==> src/rtl/icache_direct_if.sv <==
// Bundle of the IF-side fetch handshake and the memory-controller read port
// that the instruction cache sits between.
interface icache_direct_if;
    logic        if_req;
    logic [31:0] if_addr;
    logic        if_rdy;
    logic [31:0] if_ins;
    logic [1:0]  memctl_op;
    logic [1:0]  memctl_len;
    logic [31:0] memctl_addr;
    logic        memctl_rdy;
    logic [31:0] memctl_out;

    // Cache side: serves IF requests and drives the controller read port.
    modport slave (
        input  if_req, if_addr, memctl_rdy, memctl_out,
        output if_rdy, if_ins, memctl_op, memctl_len, memctl_addr
    );

    // Environment side: IF stage plus memory controller.
    modport master (
        output if_req, if_addr, memctl_rdy, memctl_out,
        input  if_rdy, if_ins, memctl_op, memctl_len, memctl_addr
    );
endinterface

==> src/rtl/icache_direct.sv <==
// Direct-mapped, one-word-per-line instruction cache between IF and the
// memory controller. Hits answer the next cycle; misses issue one 4-byte read
// and fill the line. A taken jump aborts whatever is outstanding.
//
// state    | meaning
// ---------+--------------------------------------------------------------
// ST_IDLE  | accepting fetches; hits answered, misses launch a read
// ST_FETCH | read outstanding at memctl_addr, waiting for memctl_rdy
module icache_direct #(
    parameter int INDEX_W = 6,
    parameter int ADDR_HI = 17
) (
    input  logic clk_in,
    input  logic rst_in,
    input  logic rdy_in,
    input  logic take_jmp,
    icache_direct_if.slave bus
);
    localparam int LINES = 1 << INDEX_W;
    localparam int TAG_W = ADDR_HI - INDEX_W - 1;

    typedef enum logic {ST_IDLE, ST_FETCH} state_t;

    state_t             state_q, state_d;
    logic               if_rdy_q, if_rdy_d;
    logic [31:0]        if_ins_q, if_ins_d;
    logic [1:0]         op_q, op_d;
    logic [1:0]         len_q, len_d;
    logic [31:0]        addr_q, addr_d;
    logic [LINES-1:0]   valid_q, valid_d;
    logic [TAG_W-1:0]   tag_q [LINES];
    logic [TAG_W-1:0]   tag_d [LINES];
    logic [31:0]        data_q [LINES];
    logic [31:0]        data_d [LINES];

    logic [INDEX_W-1:0] req_idx, fill_idx;
    logic [TAG_W-1:0]   req_tag, fill_tag;
    logic               req_cacheable, fill_cacheable, hit;
    logic               unused_addr_bits;

    assign req_idx        = bus.if_addr[INDEX_W+1:2];
    assign req_tag        = bus.if_addr[ADDR_HI:INDEX_W+2];
    // The top two tag bits both set is the I/O window, never cached.
    assign req_cacheable  = (bus.if_addr[ADDR_HI:ADDR_HI-1] != 2'b11);
    assign fill_idx       = addr_q[INDEX_W+1:2];
    assign fill_tag       = addr_q[ADDR_HI:INDEX_W+2];
    assign fill_cacheable = (addr_q[ADDR_HI:ADDR_HI-1] != 2'b11);
    assign hit            = valid_q[req_idx] && (tag_q[req_idx] == req_tag) && req_cacheable;
    assign unused_addr_bits = ^bus.if_addr[1:0];

    assign bus.if_rdy      = if_rdy_q;
    assign bus.if_ins      = if_ins_q;
    assign bus.memctl_op   = op_q;
    assign bus.memctl_len  = len_q;
    assign bus.memctl_addr = addr_q;

    // Next-state, response and fill computation; everything holds while rdy_in is low.
    always_comb begin
        state_d  = state_q;
        if_rdy_d = if_rdy_q;
        if_ins_d = if_ins_q;
        op_d     = op_q;
        len_d    = len_q;
        addr_d   = addr_q;
        valid_d  = valid_q;
        tag_d    = tag_q;
        data_d   = data_q;
        if (rdy_in) begin
            if_rdy_d = 1'b0;
            case (state_q)
                ST_IDLE: begin
                    if (bus.if_req && !take_jmp) begin
                        if (hit) begin
                            if_rdy_d = 1'b1;
                            if_ins_d = data_q[req_idx];
                        end else begin
                            state_d = ST_FETCH;
                            op_d    = 2'b01;
                            len_d   = 2'b11;
                            addr_d  = {bus.if_addr[31:2], 2'b00};
                        end
                    end
                end
                ST_FETCH: begin
                    if (take_jmp) begin
                        // Controller drops its transaction on the same jump.
                        state_d = ST_IDLE;
                        op_d    = 2'b00;
                        len_d   = 2'b00;
                    end else if (bus.memctl_rdy) begin
                        if (fill_cacheable) begin
                            valid_d[fill_idx] = 1'b1;
                            tag_d[fill_idx]   = fill_tag;
                            data_d[fill_idx]  = bus.memctl_out;
                        end
                        if_rdy_d = 1'b1;
                        if_ins_d = bus.memctl_out;
                        state_d  = ST_IDLE;
                        op_d     = 2'b00;
                        len_d    = 2'b00;
                    end
                end
                default: state_d = ST_IDLE;
            endcase
        end
    end

    // Control, response and valid-bit registers with synchronous reset.
    always_ff @(posedge clk_in) begin
        if (rst_in) begin
            state_q  <= ST_IDLE;
            if_rdy_q <= 1'b0;
            if_ins_q <= '0;
            op_q     <= 2'b00;
            len_q    <= 2'b00;
            addr_q   <= '0;
            valid_q  <= '0;
        end else begin
            state_q  <= state_d;
            if_rdy_q <= if_rdy_d;
            if_ins_q <= if_ins_d;
            op_q     <= op_d;
            len_q    <= len_d;
            addr_q   <= addr_d;
            valid_q  <= valid_d;
        end
    end

    // Tag and data arrays; contents are meaningless until the valid bit is set.
    always_ff @(posedge clk_in) begin
        tag_q  <= tag_d;
        data_q <= data_d;
    end
endmodule

==> src/flat_wrapper.sv <==
// flat-port wrapper written by rule: the top's interface ports become plain ports
module icache_direct_flat 
#(
    parameter int INDEX_W = 6,
    parameter int ADDR_HI = 17
)
  (clk_in, rst_in, rdy_in, take_jmp, bus_if_req, bus_if_addr, bus_memctl_rdy, bus_memctl_out, bus_if_rdy, bus_if_ins, bus_memctl_op, bus_memctl_len, bus_memctl_addr);
  icache_direct_if bus_i ();
  input  logic clk_in;
  input  logic rst_in;
  input  logic rdy_in;
  input  logic take_jmp;
  input wire logic [$bits(bus_i.if_req)-1:0] bus_if_req;
  input wire logic [$bits(bus_i.if_addr)-1:0] bus_if_addr;
  input wire logic [$bits(bus_i.memctl_rdy)-1:0] bus_memctl_rdy;
  input wire logic [$bits(bus_i.memctl_out)-1:0] bus_memctl_out;
  output wire logic [$bits(bus_i.if_rdy)-1:0] bus_if_rdy;
  output wire logic [$bits(bus_i.if_ins)-1:0] bus_if_ins;
  output wire logic [$bits(bus_i.memctl_op)-1:0] bus_memctl_op;
  output wire logic [$bits(bus_i.memctl_len)-1:0] bus_memctl_len;
  output wire logic [$bits(bus_i.memctl_addr)-1:0] bus_memctl_addr;
  assign bus_i.if_req = bus_if_req;
  assign bus_i.if_addr = bus_if_addr;
  assign bus_i.memctl_rdy = bus_memctl_rdy;
  assign bus_i.memctl_out = bus_memctl_out;
  assign bus_if_rdy = bus_i.if_rdy;
  assign bus_if_ins = bus_i.if_ins;
  assign bus_memctl_op = bus_i.memctl_op;
  assign bus_memctl_len = bus_i.memctl_len;
  assign bus_memctl_addr = bus_i.memctl_addr;
  icache_direct #(.INDEX_W(INDEX_W), .ADDR_HI(ADDR_HI)) u_core (.clk_in(clk_in), .rst_in(rst_in), .rdy_in(rdy_in), .take_jmp(take_jmp), .bus(bus_i));
endmodule
==> config.mk <==
export PLATFORM = sky130hd
export DESIGN_NAME = icache_direct_flat
export DESIGN_NICKNAME = d
export VERILOG_FILES = /design/src/rtl/icache_direct_if.sv /design/src/rtl/icache_direct.sv /design/src/flat_wrapper.sv
export SDC_FILE = /design/constraint.sdc
export NUM_CORES = 2
export LEC_CHECK = 0
export CORE_MARGIN = 4
export CORE_UTILIZATION = 37
export CTS_BUF_LIST = sky130_fd_sc_hd__clkbuf_4
export CTS_CLUSTER_DIAMETER = 100
export CTS_CLUSTER_SIZE = 25
export DETAILED_ROUTE_END_ITERATION = 6
export PLACE_DENSITY = 0.6
export SLEW_MARGIN = 20
export SYNTH_ARGS = -nofsm -noshare
export SYNTH_HDL_FRONTEND = slang
export SYNTH_SLANG_ARGS = --single-unit
==> constraint.sdc <==
create_clock -name clk_in -period 4.9 [get_ports clk_in]
set_input_delay 0.49 -clock clk_in [delete_from_list [all_inputs] [get_ports clk_in]]
set_output_delay 0.49 -clock clk_in [all_outputs]
set_load 0.01 [all_outputs]
* Word level (Yosys, flattened, before mapping)
Index checks and enable logic that the tools add are counted.
Storage, ports and cells: register bits 2820, input bits 70, output and inout port bits 69, logic and storage cells 205
Operators by class: $lt $le $gt $ge 6, equal/unequal tests 9, mux-type cells 39, bitwise gates (word level) 6, reductions and logical operators 10
Operators by type and width (count):
- 2048-bit bitwise mux | 1
- 640-bit bitwise mux | 1
- 32-bit two-way mux | 7
- 32-bit binary-select mux with 6-bit select | 1
- 32-bit demux with 6-bit select | 1
- 64-bit OR | 1
- 32-bit case mux with 2 select lines | 1
- 10-bit binary-select mux with 6-bit select | 1
- 10-bit demux with 6-bit select | 1
- 10-bit two-way mux | 3
- 7-bit >= comparator (second input constant) | 2
- 6-bit by 7-bit less-than comparator with 1-bit output (second input constant) | 2
- 6-bit inverter with 7-bit output | 2
- 2-bit two-way mux | 6
- 10-bit == test | 1
- 1-bit two-way mux | 10
- 2-bit != test (second input constant) | 5
- 5-bit AND reduction | 2
- 2-bit case mux with 2 select lines | 2
- 4-bit AND reduction | 2
- 7-bit by 1-bit less-than comparator with 1-bit output (second input constant) | 1
- 1-bit binary-select mux with 6-bit select | 1
- 1-bit demux with 6-bit select | 1
- 6-bit by 1-bit >= comparator with 1-bit output (second input constant) | 1
- other kinds (6) | 14

* Depth between registers and ports, before layout
depth in word-level cells 10, depth in mapped cells 17, mapped depth without buffers 9

* Worst setup path after synthesis
OpenSTA, ideal clock, no wires.
path type register -> register, start register u_core.state_q, end register u_core.data_q[544] (netlist bit) (enable), setup time 0.443 ns, arrival 3.595 ns, data required time 4.457 ns, path slack 0.862 ns, cell stages (with the launch flop) 9, path buffers 1, period minus slack after synthesis 4.038 ns, cells stage by stage dfxtp_1 clkbuf_1 mux2i_1 nor3b_1 nand2_1 a21oi_1 nor2b_1 nand3_1 nor2_1
On the way: word-level cells in the longest chain between the ends 1
Ends and longest elaborated chain:
- start, declared | RTL line icache_direct.sv:24 | state_t state_q, state_d;
- start signal, assigned | RTL line icache_direct.sv:119 | state_q <= state_d;
- 5-bit AND reduction (no line)
- end signal, assigned | RTL line icache_direct.sv:132 | data_q <= data_d;
- end, declared | RTL line icache_direct.sv:33 | logic [31:0] data_q [LINES];
Every way passes these cells. A chain may end at the register's enable or synchronous reset.

* Final worst setup path
start input port bus_if_addr[2], end register u_core.addr_q[25], in the netlist u_core.bus.memctl_addr[25]
On the way: word-level cells in the longest chain between the ends 9, elaborated cells on any way between the ends 11, classes of those cells 1 x eq/ne; 5 x mux; 2 x bitwise; 3 x reduce/logical
Ends and longest elaborated chain:
- start, declared | RTL line flat_wrapper.sv:14 | input wire logic [$bits(bus_i.if_addr)-1:0] bus_if_addr;
- 6-bit inverter with 7-bit output (not written as such) | RTL line icache_direct.sv:48 | assign hit = valid_q[req_idx] && (tag_q[req_idx] == req_tag) && req_cacheable;
- 10-bit binary-select mux with 6-bit select | RTL line icache_direct.sv:48
- 10-bit two-way mux (not written as such) (2 in a row) | RTL line icache_direct.sv:48
- 10-bit == test | RTL line icache_direct.sv:48
- 1-bit logical AND (*) (2 in a row) | RTL line icache_direct.sv:48
- 1-bit inverter (no line) (*)
- 4-bit AND reduction (no line) (*)
- end signal, assigned | RTL line icache_direct.sv:124 | addr_q <= addr_d;
- end, declared | RTL line icache_direct.sv:29 | logic [31:0] addr_q, addr_d;
Mark *: on every way between the ends. The rest lies on a longest branch, timed or not. The select of a mux whose other input is x is not followed.

==> metrics.cfg <==
[global_route]
antenna_found_initial = 23
grt_pass1_wl_um = 415000
grt_pass1_vias = 52300
overflow = 0
grt_max_degree = 140
gr-usage-all-layers_pct = 19.4

[routing]
routed_wirelength_um = 298000
avgViaCountPerCell = 5.82
drt_iter0_markers = 7235
drc = 4
first_pass_iters = 7
wire_per_inst_um = 32.6
antenna_left = 0
vias = 53200

[setup_path]
path_cells = dlygate4sd3_1 > buf_8 > buf_12 > buf_4 > mux2i_1 > a22oi_1 > nand4_1 > nand2_1 > nor3_1 > buf_4 > mux2i_1 > o2111ai_4 > o31a_2 > buf_4 > mux2i_1 > dlygate4sd3_1
cp.arrival_ns = 5.69
worstSetupPathType = input pin to register
critPathCaptureType = register
slowest_delay_ns = 0.56
critPathLaunchType = input pin
critPathMaxFanout = 38
cp.required_ns = 6.19
crit_family = buffers and inverters
cpMaxStageDelayCell = dlygate4sd3_1
cp_num_buf_inv = 7

[logic_synthesis]
avgSynthCellArea_um2 = 22.4
ys_ff_latch = 2817
ys_top_cells_by_count = edfxtp_1, mux4_2, nor2_1
yosys.area_share.adder_pct = 0
yosysMostFrequentCell = edfxtp_1
synth-edff-count = 2688
synth_area_leader_cell = edfxtp_1
synth_ff_type = edfxtp_1
muxShareOfSynthArea_pct = 17.9
synthTopCellsByArea = edfxtp_1, mux4_2, dfxtp_1
synth_cell_type_count = 64
synth-warning-count = 0
synth_top_family_by_area = multiplexers
synthSimpleGateAreaFrac_pct = 2.07
synth_compound_area_share_pct = 1.61
synth_xor_area_share_pct = 0.0405
synth_area_mm2 = 0.108
synthArstFlopShare_pct = 0
yosysSeqAreaShare_pct = 77.0
yosysTopAreaCellShare_pct = 74.6
syn_inst = 4818

[sta]
worst_slew_pin_slew_ns = 1.25
slew_headroom_pct = 16.7
finalSetupTns_ns = 0
finalHoldViolCount = 0
max_freq_mhz = 227
slew_violations = 0
rsz0062_at_grt = no
period_needed_ns = 4.40
clock-skew-final_ns = 0.194
hold_ws_ns = 0.139
setup_viol_count_final = 0
period_share_pct = 89.8

[floorplan]
rows = 198
design.core.area_mm2 = 0.291
chipWidth_um = 549
die_y_um = 549
fp.dieArea_mm2 = 0.301
start_util_pct = 37.2
pin_count = 139

[cts]
ctsRootBufferMaster = clkbuf_4
clk_latency_ns = 1.42
path_clk_slew_ns = 0.24
cts_max_level = 4
cts_tree = built
clockBufferDepth = 4
cts_made_buffers = 139
cts_num_sinks = 2817

[layout]
multiInputGateArea_mm2 = 0.0239
nNetsFinal = 5218
layout-drive-gt1-share_pct = 26.3
fillers = 25300
syn_to_final_growth_pct = 9.56
seqCellArea_mm2 = 0.0833
utilization_pct = 40.7
final_area_mm2 = 0.119

[pwr]
power_frac_clock_pct = 24.1
p_int_mw = 29.4
seq_power_share_pct = 70.0
max-vdd-ir-drop_mv = 0.254
p_total_mw = 37.6
power.leakage_nw = 36.8
p_sw_mw = 8.24
p_per_area_mw_per_mm2 = 318
p_sw_share_pct = 21.9
combPwrFrac_pct = 5.9

[run_status]
violations = DRC
status = finished with violations

[placement]
placed_area_mm2 = 0.116
hpwl_um = 164000
port_buffers = 133
gp_congestion = 0.792

[run]
maxCapViolCount = 0

[min_path]
hold_class = input pin to register

## sequential cells by signal, indices dropped and copies added, names as in the netlist
register / cells
u_core.bus.memctl_len: 1
u_core.data_q: 2048
u_core.bus.if_ins: 32
u_core.valid_q: 64
u_core.bus.memctl_addr: 30
u_core.bus.if_rdy: 1
u_core.tag_q: 640
u_core.state_q: 1
## final timing paths
check                                          startpoint                                       to  slack (ns)  depth (start not counted)
setup / recovery                           bus_if_addr[2]  u_core.bus.memctl_addr[25]$_SDFFE_PP0P_        0.50                         16
hold / removal                         bus_memctl_out[11]              u_core.data_q[43]$_DFFE_PP_        0.14                          2
setup reg to reg               u_core.tag_q[95]$_DFFE_PP_  u_core.bus.memctl_addr[25]$_SDFFE_PP0P_        0.52                         11
hold reg to reg   u_core.bus.memctl_addr[24]$_SDFFE_PP0P_  u_core.bus.memctl_addr[24]$_SDFFE_PP0P_        0.48                          2
## routing by layer
layer	global-route usage [%]	part of all wire (%)	vias to the layer above	routed length, um
met4	4.59	2.7	16	7950
met5	0	0.035	-	105
met2	30.6	47	2622	141000
li1	-	-	20800	-
met1	28.0	41	29300	122000
met3	3.61	9.2	401	27500
## metrics by stage
stage / worst slack (ns) / cells
floorplan: 0.862 / 4820
global placement: 0.321 / 8819
detailed placement: 0.272 / 8819
CTS: 0.584 / 9132
global route: 0.374 / 9141
finish: 0.498 / 9145
## power by group through the flow
stage	registers [mW]	logic (mW)	clock network (mW)
after floorplan	26.9	1.27	0
after global placement	26.9	2.14	0
after detailed placement	26.9	2.17	0
after CTS	26.3	2.23	9.38
after global routing	26.3	2.36	10.2
final	26.3	2.21	9.08
## what timing repair did
action                     CTS  global route
resized for setup            0             0
hold endpoints to repair  2177             0
setup buffers                0             0
hold buffers                85             0
## area by class of cell
cell class	count	area share, %
Timing Repair Buffer	460	3.74
Inverter	21	0.0750
Clock inverter	21	0.240
Sequential cell	2817	70.3
Multi-Input combinational cell	1709	20.2
Antenna cell	10	0.0211
Tap cell	3900	4.12
Clock buffer	207	1.31
## cell usage in the layout, fill, tap and decap left out, types with 6 or more instances in the layout
cell	synthesis	layout
a211oi_1	8	8
a21oi_1	18	18
a22oi_1	80	80
a31oi_1	10	10
and2_1	27	27
and3_1	9	9
buf_12	1	44
buf_2	77	19
buf_4	21	214
clkbuf_4	0	207
clkdlybuf4s50_1	0	94
dfxtp_1	129	119
dfxtp_2	0	8
diode_2	0	10
dlygate4sd3_1	0	85
edfxtp_1	2688	2688
inv_1	19	18
inv_2	0	6
mux2_2	6	6
mux2i_1	197	197
mux4_2	769	769
nand2_1	128	128
nand2b_1	6	6
nand3_1	24	24
nand3b_1	7	7
nand4_1	14	14
nand4b_1	14	14
nor2_1	217	150
nor2_4	0	66
nor2b_1	18	15
nor3_1	7	7
o211ai_1	35	35
o21ai_0	26	26
o22ai_1	9	9
o311ai_0	22	22
## cells by family (layout without fill, tap and decap cells)
kind of cell,after synthesis,after routing
AND/OR/NAND/NOR,489,489
other,1,13
AO/OA/AOI/OAI,240,240
buffers and inverters,294,709
flip-flops,2817,2817
XOR/XNOR,5,5
multiplexers,972,972
Note: power is estimated with default switching activity, not from simulation.
